**src/rtl/sha1_stream_ctrl.sv**
```systemverilog
// rtl/sha1_stream_ctrl.sv - SHA-1 word-stream packer, padder and core sequencer
module sha1_stream_ctrl #(
  parameter int BlockWidth  = 512,
  parameter int DigestWidth = 160,
  parameter int LenWidth    = 64
) (
  input  logic                   clk_i,
  input  logic                   rst_i,
  input  logic [31:0]            in_data_i,
  input  logic [1:0]             in_nbytes_i,
  input  logic                   in_last_i,
  input  logic                   in_valid_i,
  output logic                   in_ready_o,
  output logic [BlockWidth-1:0]  block_o,
  output logic                   enable_hash_o,
  output logic                   rst_hash_o,
  output logic                   last_block_o,
  input  logic                   hold_i,
  input  logic                   idle_i,
  input  logic [DigestWidth-1:0] digest_i,
  input  logic                   digest_valid_i,
  output logic [DigestWidth-1:0] digest_o,
  output logic                   digest_valid_o,
  input  logic                   digest_ready_i,
  output logic                   busy_o
);

  localparam logic [8:0] TopBit = 9'(BlockWidth - 1);

  typedef enum logic [2:0] {
    S_IDLE,
    S_INIT,
    S_FILL,
    S_ISSUE,
    S_WAIT,
    S_DIGEST
  } state_e;

  state_e                 state_q, state_d;
  logic [BlockWidth-1:0]  blk_q, blk_d;
  logic [3:0]             widx_q, widx_d;
  logic [LenWidth-1:0]    bitlen_q, bitlen_d;
  logic                   last_q, last_d;
  logic                   pend_len_q, pend_len_d;
  logic                   pend_80_q, pend_80_d;
  logic                   skip_q, skip_d;
  logic [DigestWidth-1:0] dig_q, dig_d;
  logic                   dvalid_q, dvalid_d;

  logic [2:0]  nb;          // valid bytes in the incoming word, 1..4
  logic [31:0] keep_mask;   // clears bytes past nb in a last word
  logic [6:0]  nbytes_blk;  // bytes in the block once this word lands, 1..64
  logic [8:0]  word_base;   // MSB of word slot widx_q
  logic [8:0]  pad_base;    // MSB of the byte right after the message

  // Per-word byte count, keep mask and insertion positions
  always_comb begin
    nb = (in_last_i && (in_nbytes_i != 2'd0)) ? {1'b0, in_nbytes_i} : 3'd4;
    case (nb)
      3'd1:    keep_mask = 32'hFF00_0000;
      3'd2:    keep_mask = 32'hFFFF_0000;
      3'd3:    keep_mask = 32'hFFFF_FF00;
      default: keep_mask = 32'hFFFF_FFFF;
    endcase
    nbytes_blk = {1'b0, widx_q, 2'b00} + {4'b0000, nb};
    word_base  = TopBit - {widx_q, 5'd0};
    pad_base   = TopBit - {nbytes_blk[5:0], 3'd0};
  end

  // State and datapath registers; reset aborts any message in flight
  always_ff @(posedge clk_i) begin
    if (rst_i) begin
      state_q    <= S_IDLE;
      blk_q      <= '0;
      widx_q     <= '0;
      bitlen_q   <= '0;
      last_q     <= 1'b0;
      pend_len_q <= 1'b0;
      pend_80_q  <= 1'b0;
      skip_q     <= 1'b0;
      dig_q      <= '0;
      dvalid_q   <= 1'b0;
    end else begin
      state_q    <= state_d;
      blk_q      <= blk_d;
      widx_q     <= widx_d;
      bitlen_q   <= bitlen_d;
      last_q     <= last_d;
      pend_len_q <= pend_len_d;
      pend_80_q  <= pend_80_d;
      skip_q     <= skip_d;
      dig_q      <= dig_d;
      dvalid_q   <= dvalid_d;
    end
  end

  // Next-state, block assembly, padding and core handshake pulses
  always_comb begin
    state_d       = state_q;
    blk_d         = blk_q;
    widx_d        = widx_q;
    bitlen_d      = bitlen_q;
    last_d        = last_q;
    pend_len_d    = pend_len_q;
    pend_80_d     = pend_80_q;
    skip_d        = skip_q;
    dig_d         = dig_q;
    dvalid_d      = dvalid_q;
    in_ready_o    = 1'b0;
    enable_hash_o = 1'b0;
    rst_hash_o    = 1'b0;

    case (state_q)
      S_IDLE: begin
        // The first word stays with the source until S_FILL.
        if (in_valid_i) state_d = S_INIT;
      end

      S_INIT: begin
        rst_hash_o = 1'b1;
        blk_d      = '0;
        widx_d     = '0;
        bitlen_d   = '0;
        last_d     = 1'b0;
        pend_len_d = 1'b0;
        pend_80_d  = 1'b0;
        skip_d     = 1'b0;
        state_d    = S_FILL;
      end

      S_FILL: begin
        in_ready_o = 1'b1;
        if (in_valid_i) begin
          blk_d[word_base -: 32] = in_data_i & keep_mask;
          bitlen_d = bitlen_q + LenWidth'({nb, 3'b000});
          widx_d   = widx_q + 4'd1;
          if (in_last_i) begin
            state_d = S_ISSUE;
            if (nbytes_blk <= 7'd55) begin
              // Padding and length both fit in this block.
              blk_d[pad_base -: 8]    = 8'h80;
              blk_d[LenWidth-1:0]     = bitlen_d;
              last_d                  = 1'b1;
            end else if (nbytes_blk <= 7'd63) begin
              // 0x80 fits but the length spills to an extra block.
              blk_d[pad_base -: 8]    = 8'h80;
              pend_len_d              = 1'b1;
            end else begin
              // Block exactly full: extra block carries 0x80 and length.
              pend_len_d              = 1'b1;
              pend_80_d               = 1'b1;
            end
          end else if (widx_q == 4'd15) begin
            state_d    = S_ISSUE;
            last_d     = 1'b0;
            pend_len_d = 1'b0;
          end
        end
      end

      S_ISSUE: begin
        if (idle_i && !hold_i) begin
          enable_hash_o = 1'b1;
          skip_d        = 1'b1;
          state_d       = S_WAIT;
        end
      end

      S_WAIT: begin
        // The core may still look idle on the cycle right after enable.
        if (skip_q) begin
          skip_d = 1'b0;
        end else if (idle_i) begin
          if (last_q) begin
            state_d = S_DIGEST;
          end else if (pend_len_q) begin
            blk_d = '0;
            if (pend_80_q) blk_d[TopBit -: 8] = 8'h80;
            blk_d[LenWidth-1:0] = bitlen_q;
            last_d     = 1'b1;
            pend_len_d = 1'b0;
            pend_80_d  = 1'b0;
            state_d    = S_ISSUE;
          end else begin
            blk_d   = '0;
            widx_d  = '0;
            state_d = S_FILL;
          end
        end
      end

      S_DIGEST: begin
        if (!dvalid_q) begin
          if (digest_valid_i) begin
            dig_d    = digest_i;
            dvalid_d = 1'b1;
          end
        end else if (digest_ready_i) begin
          dvalid_d = 1'b0;
          state_d  = S_IDLE;
        end
      end

      default: state_d = S_IDLE;
    endcase
  end

  assign last_block_o   = enable_hash_o & last_q;
  assign block_o        = blk_q;
  assign digest_o       = dig_q;
  assign digest_valid_o = dvalid_q;
  assign busy_o         = (state_q != S_IDLE);

endmodule
```
**config.mk**
```make
export PLATFORM = sky130hd
export DESIGN_NAME = sha1_stream_ctrl
export DESIGN_NICKNAME = d
export VERILOG_FILES = /design/src/rtl/sha1_stream_ctrl.sv
export SDC_FILE = /design/constraint.sdc
export NUM_CORES = 2
export LEC_CHECK = 0
export CORE_AREA = 2 2 346 348
export CTS_CLUSTER_DIAMETER = 40
export CTS_CLUSTER_SIZE = 24
export DETAILED_ROUTE_END_ITERATION = 8
export DIE_AREA = 0 0 348 350
export PLACE_DENSITY = 0.53
export SYNTH_ARGS = -nofsm -noshare
export SYNTH_HDL_FRONTEND = slang
export SYNTH_SLANG_ARGS = --single-unit
```
**constraint.sdc**
```tcl
create_clock -name clk_i -period 4.8 [get_ports clk_i]
set_input_delay 0.96 -clock clk_i [delete_from_list [all_inputs] [get_ports clk_i]]
set_output_delay 0.96 -clock clk_i [all_outputs]
set_load 0.1 [all_outputs]
```
==> results.ini <==
[floorplanning]
die-area_mm2=0.122
die_y_um=350
pin_count=880
initial_utilization_pct=26.6
rows=126
die_x_um=348
core_mm2=0.118

[run_status]
status=finished clean

[timing]
tns_ps=0
final-setup-viol-count=0
maxSlewViolCount=0
fin_crit_sh_pct=86.8
hold_viol=0
rsz0062_at_grt=false
fin_crit_ps=4170
tightest_slew_ps=1290
slew_headroom_pct=14.2
max_freq_mhz=240
skew_ps=30.3

[power]
p_sw_mw=7.17
seqPwrFrac_pct=29.9
swShare_pct=33.9
internal_power_mw=14.0
clkPwrFrac_pct=49.7
share_comb_of_total_power_pct=20.4
leakagePower_nw=16.2
ir_worst_vdd_mv=0.374
design_power_total_mw=21.1
powerDensity_mw_per_mm2=446

[routing]
firstDrtPassIters=6
avgViaCountPerCell=5.56
drc=0
drt_iter0_drc=3877
routed_wl_um=179000
wl_per_cell_um=28.2
vias=35300
ant_nets=0

[synthesis]
ys_seq_area_share_pct=47.5
synth_xor_xnor_area_share_pct=0.921
ys_warn_count=0
synthCells=3798
synth_top_family_by_area=compound AO/OA/AOI/OAI gates
yosysMostFrequentCell=dfxtp_1
synth_area_mm2=0.0314
synthArstFlopShare_pct=0
synth_compound_area_share_pct=27.1
synthSimpleGateAreaFrac_pct=19.7
synthAdderAreaFrac_pct=0.502
synth_area_leaders=dfxtp_1 (48%), nand2_1 (6.7%), a32oi_1 (6.6%)
synth-main-ff-cell=dfxtp_1
synth_top_area_share_pct=47.5
syn_nets=4012
synth_mux_area_share_pct=0.0678
synth_top_area_cell=dfxtp_1
synthDistinctLibCells=91
synth-seq-cells=745
ys_top_cells_by_count=dfxtp_1 (745), nand2_1 (561), nor2_1 (535), a21oi_1 (385), clkbuf_1 (253)
synth-edff-count=0
avgSynthCellArea_um2=8.26

[cells_and_area]
design_area_mm2=0.0474
nNetsFinal=4899
drive_above_1_share_pct=10.3
area_growth_pct=51.0

[placed_design]
port_buffers=879
post_dp_cell_area_mm2=0.0423
gp_congestion=0.966
dp_hpwl_um=132000

[clock_tree]
cts_resized=0
cts_buffers=142
hold_buffers=0
cts.htree.levels=4
clock_latency_ps=790
cts_setup_buffers=0
cts_tree=yes
clkSlewWorstSetupHoldPaths_ps=50
clkSinkCount=745
max-clock-path-buffers=3
cts_root_buf=clkbuf_16

[worst_setup_path]
cp-startpoint=in_last_i
worstPathMaxFanout=8
required_ps=5470
crit_path_end_kind=register
startpoint_type=input port
r2r_start=state_q[1]
regToRegSetupSlack_ps=1190
reg2reg_depth=8
critical_path_class=in -> reg
r2r-end=block_o[290]
crit_arrival_ps=4840

[global_routing]
grt_max_degree=135
grt_use_total_pct=28.0
overflow=0
grt_pass1_vias=33100
antenna_found_initial=33
grt_pass1_wl_um=249000

[run]
drv_cap=0

[min_path]
min_to=block_o[18]
hold_start=block_o[18]
hold_depth=1
hold_path_class=reg -> reg

-- cell families (layout without fill, tap and decap cells) --
family	count (synthesis)	in the layout
AO/OA/AOI/OAI	1249	1249
XOR/XNOR	33	33
adder cells (fa/ha/maj)	12	12
buffers and inverters	333	1335
flip-flops	745	745
multiplexers	2	2
other	0	13
AND/OR/NAND/NOR	1424	1424
-- worst max path at each step --
stage	to	slack, ps	cells past startpoint
finish	block_o[35]	630	13
floorplan	block_o[49]	780	14
global route	block_o[81]	420	15
detailed placement	block_o[110]	-40	13
global placement	block_o[63]	20	14
CTS	rst_hash_o	760	4
-- power by group through the flow --
stage          clock [mW]  combinational (mW)  sequential, mW
3_5_place_dp            0                4.22            6.44
4_1_cts              10.6                4.23            6.31
3_3_place_gp            0                4.21            6.44
2_1_floorplan           0                2.08            6.64
5_1_grt              10.9                4.51            6.32
6_report             10.5                4.32            6.32
-- layer usage --
metal	GRT usage [%]	up-vias	wire [um]
li1	-	15700	-
met3	10.3	365	19900
met2	44.2	1989	80900
met1	33.5	17200	69300
met4	13.9	16	8710
met5	0	-	99
-- cells in the final DEF (no fill, tap or decap), drive strengths merged, types with 14 or more instances in the layout --
cell type	synthesis	layout
o22ai	21	21
nor2b	17	17
and2	27	27
a22oi	92	92
dfxtp	745	745
clkinv	1	33
nor2	536	536
o21ai	214	214
nand2	561	561
inv	22	41
clkinvlp	0	14
nand3	78	78
a32o	75	75
and3	34	34
xnor2	21	21
a21o	14	14
a311oi	20	20
a31oi	35	35
clkdlybuf4s50	0	854
bufinv	0	17
a211oi	21	21
or3	31	31
a32oi	236	236
clkbuf	254	177
a21oi	385	385
a22o	37	37
nor3	60	60
nand4	20	20
buf	56	199
-- critical path: stages --
cell	delay (ps)
clkdlybuf4s50_1	580
inv_1	90
nor2_1	300
clkinv_1	210
ha_1	260
ha_1	450
o21a_1	170
a31oi_1	70
o21ai_0	330
nand3_1	190
o21ai_1	830
a32oi_1	100
a311oi_1	280
-- registers in the layout, indices dropped and copies added, names as in the netlist, 3 cells and up --
register / cells
bitlen_q: 61
block_o: 512
digest_o: 160
state_q: 3
widx_q: 4
-- final cells by class --
cell class / count / area, um^2
inverters: 23 / 86.3
flip-flops and latches: 745 / 14900
multi-input cells: 2720 / 15200
repair buffers: 1053 / 10200
fillers: 12000 / 70400
diodes: 13 / 32.5
clock inverters: 82 / 1130
clock buffers: 177 / 3880
well taps: 1536 / 1920
-- stage by stage --
step	worst slack, ps	std cells	hold WS, ps	utilization (%)
after floorplan	776	3798	445	-
after global placement	22.3	6077	440	35.9
after detailed placement	-35.6	6077	444	35.9
after CTS	761	6336	453	40.2
after global routing	423	6347	461	40.2
final	634	6349	448	40.2
No activity file was read; power rests on OpenSTA's default activity.
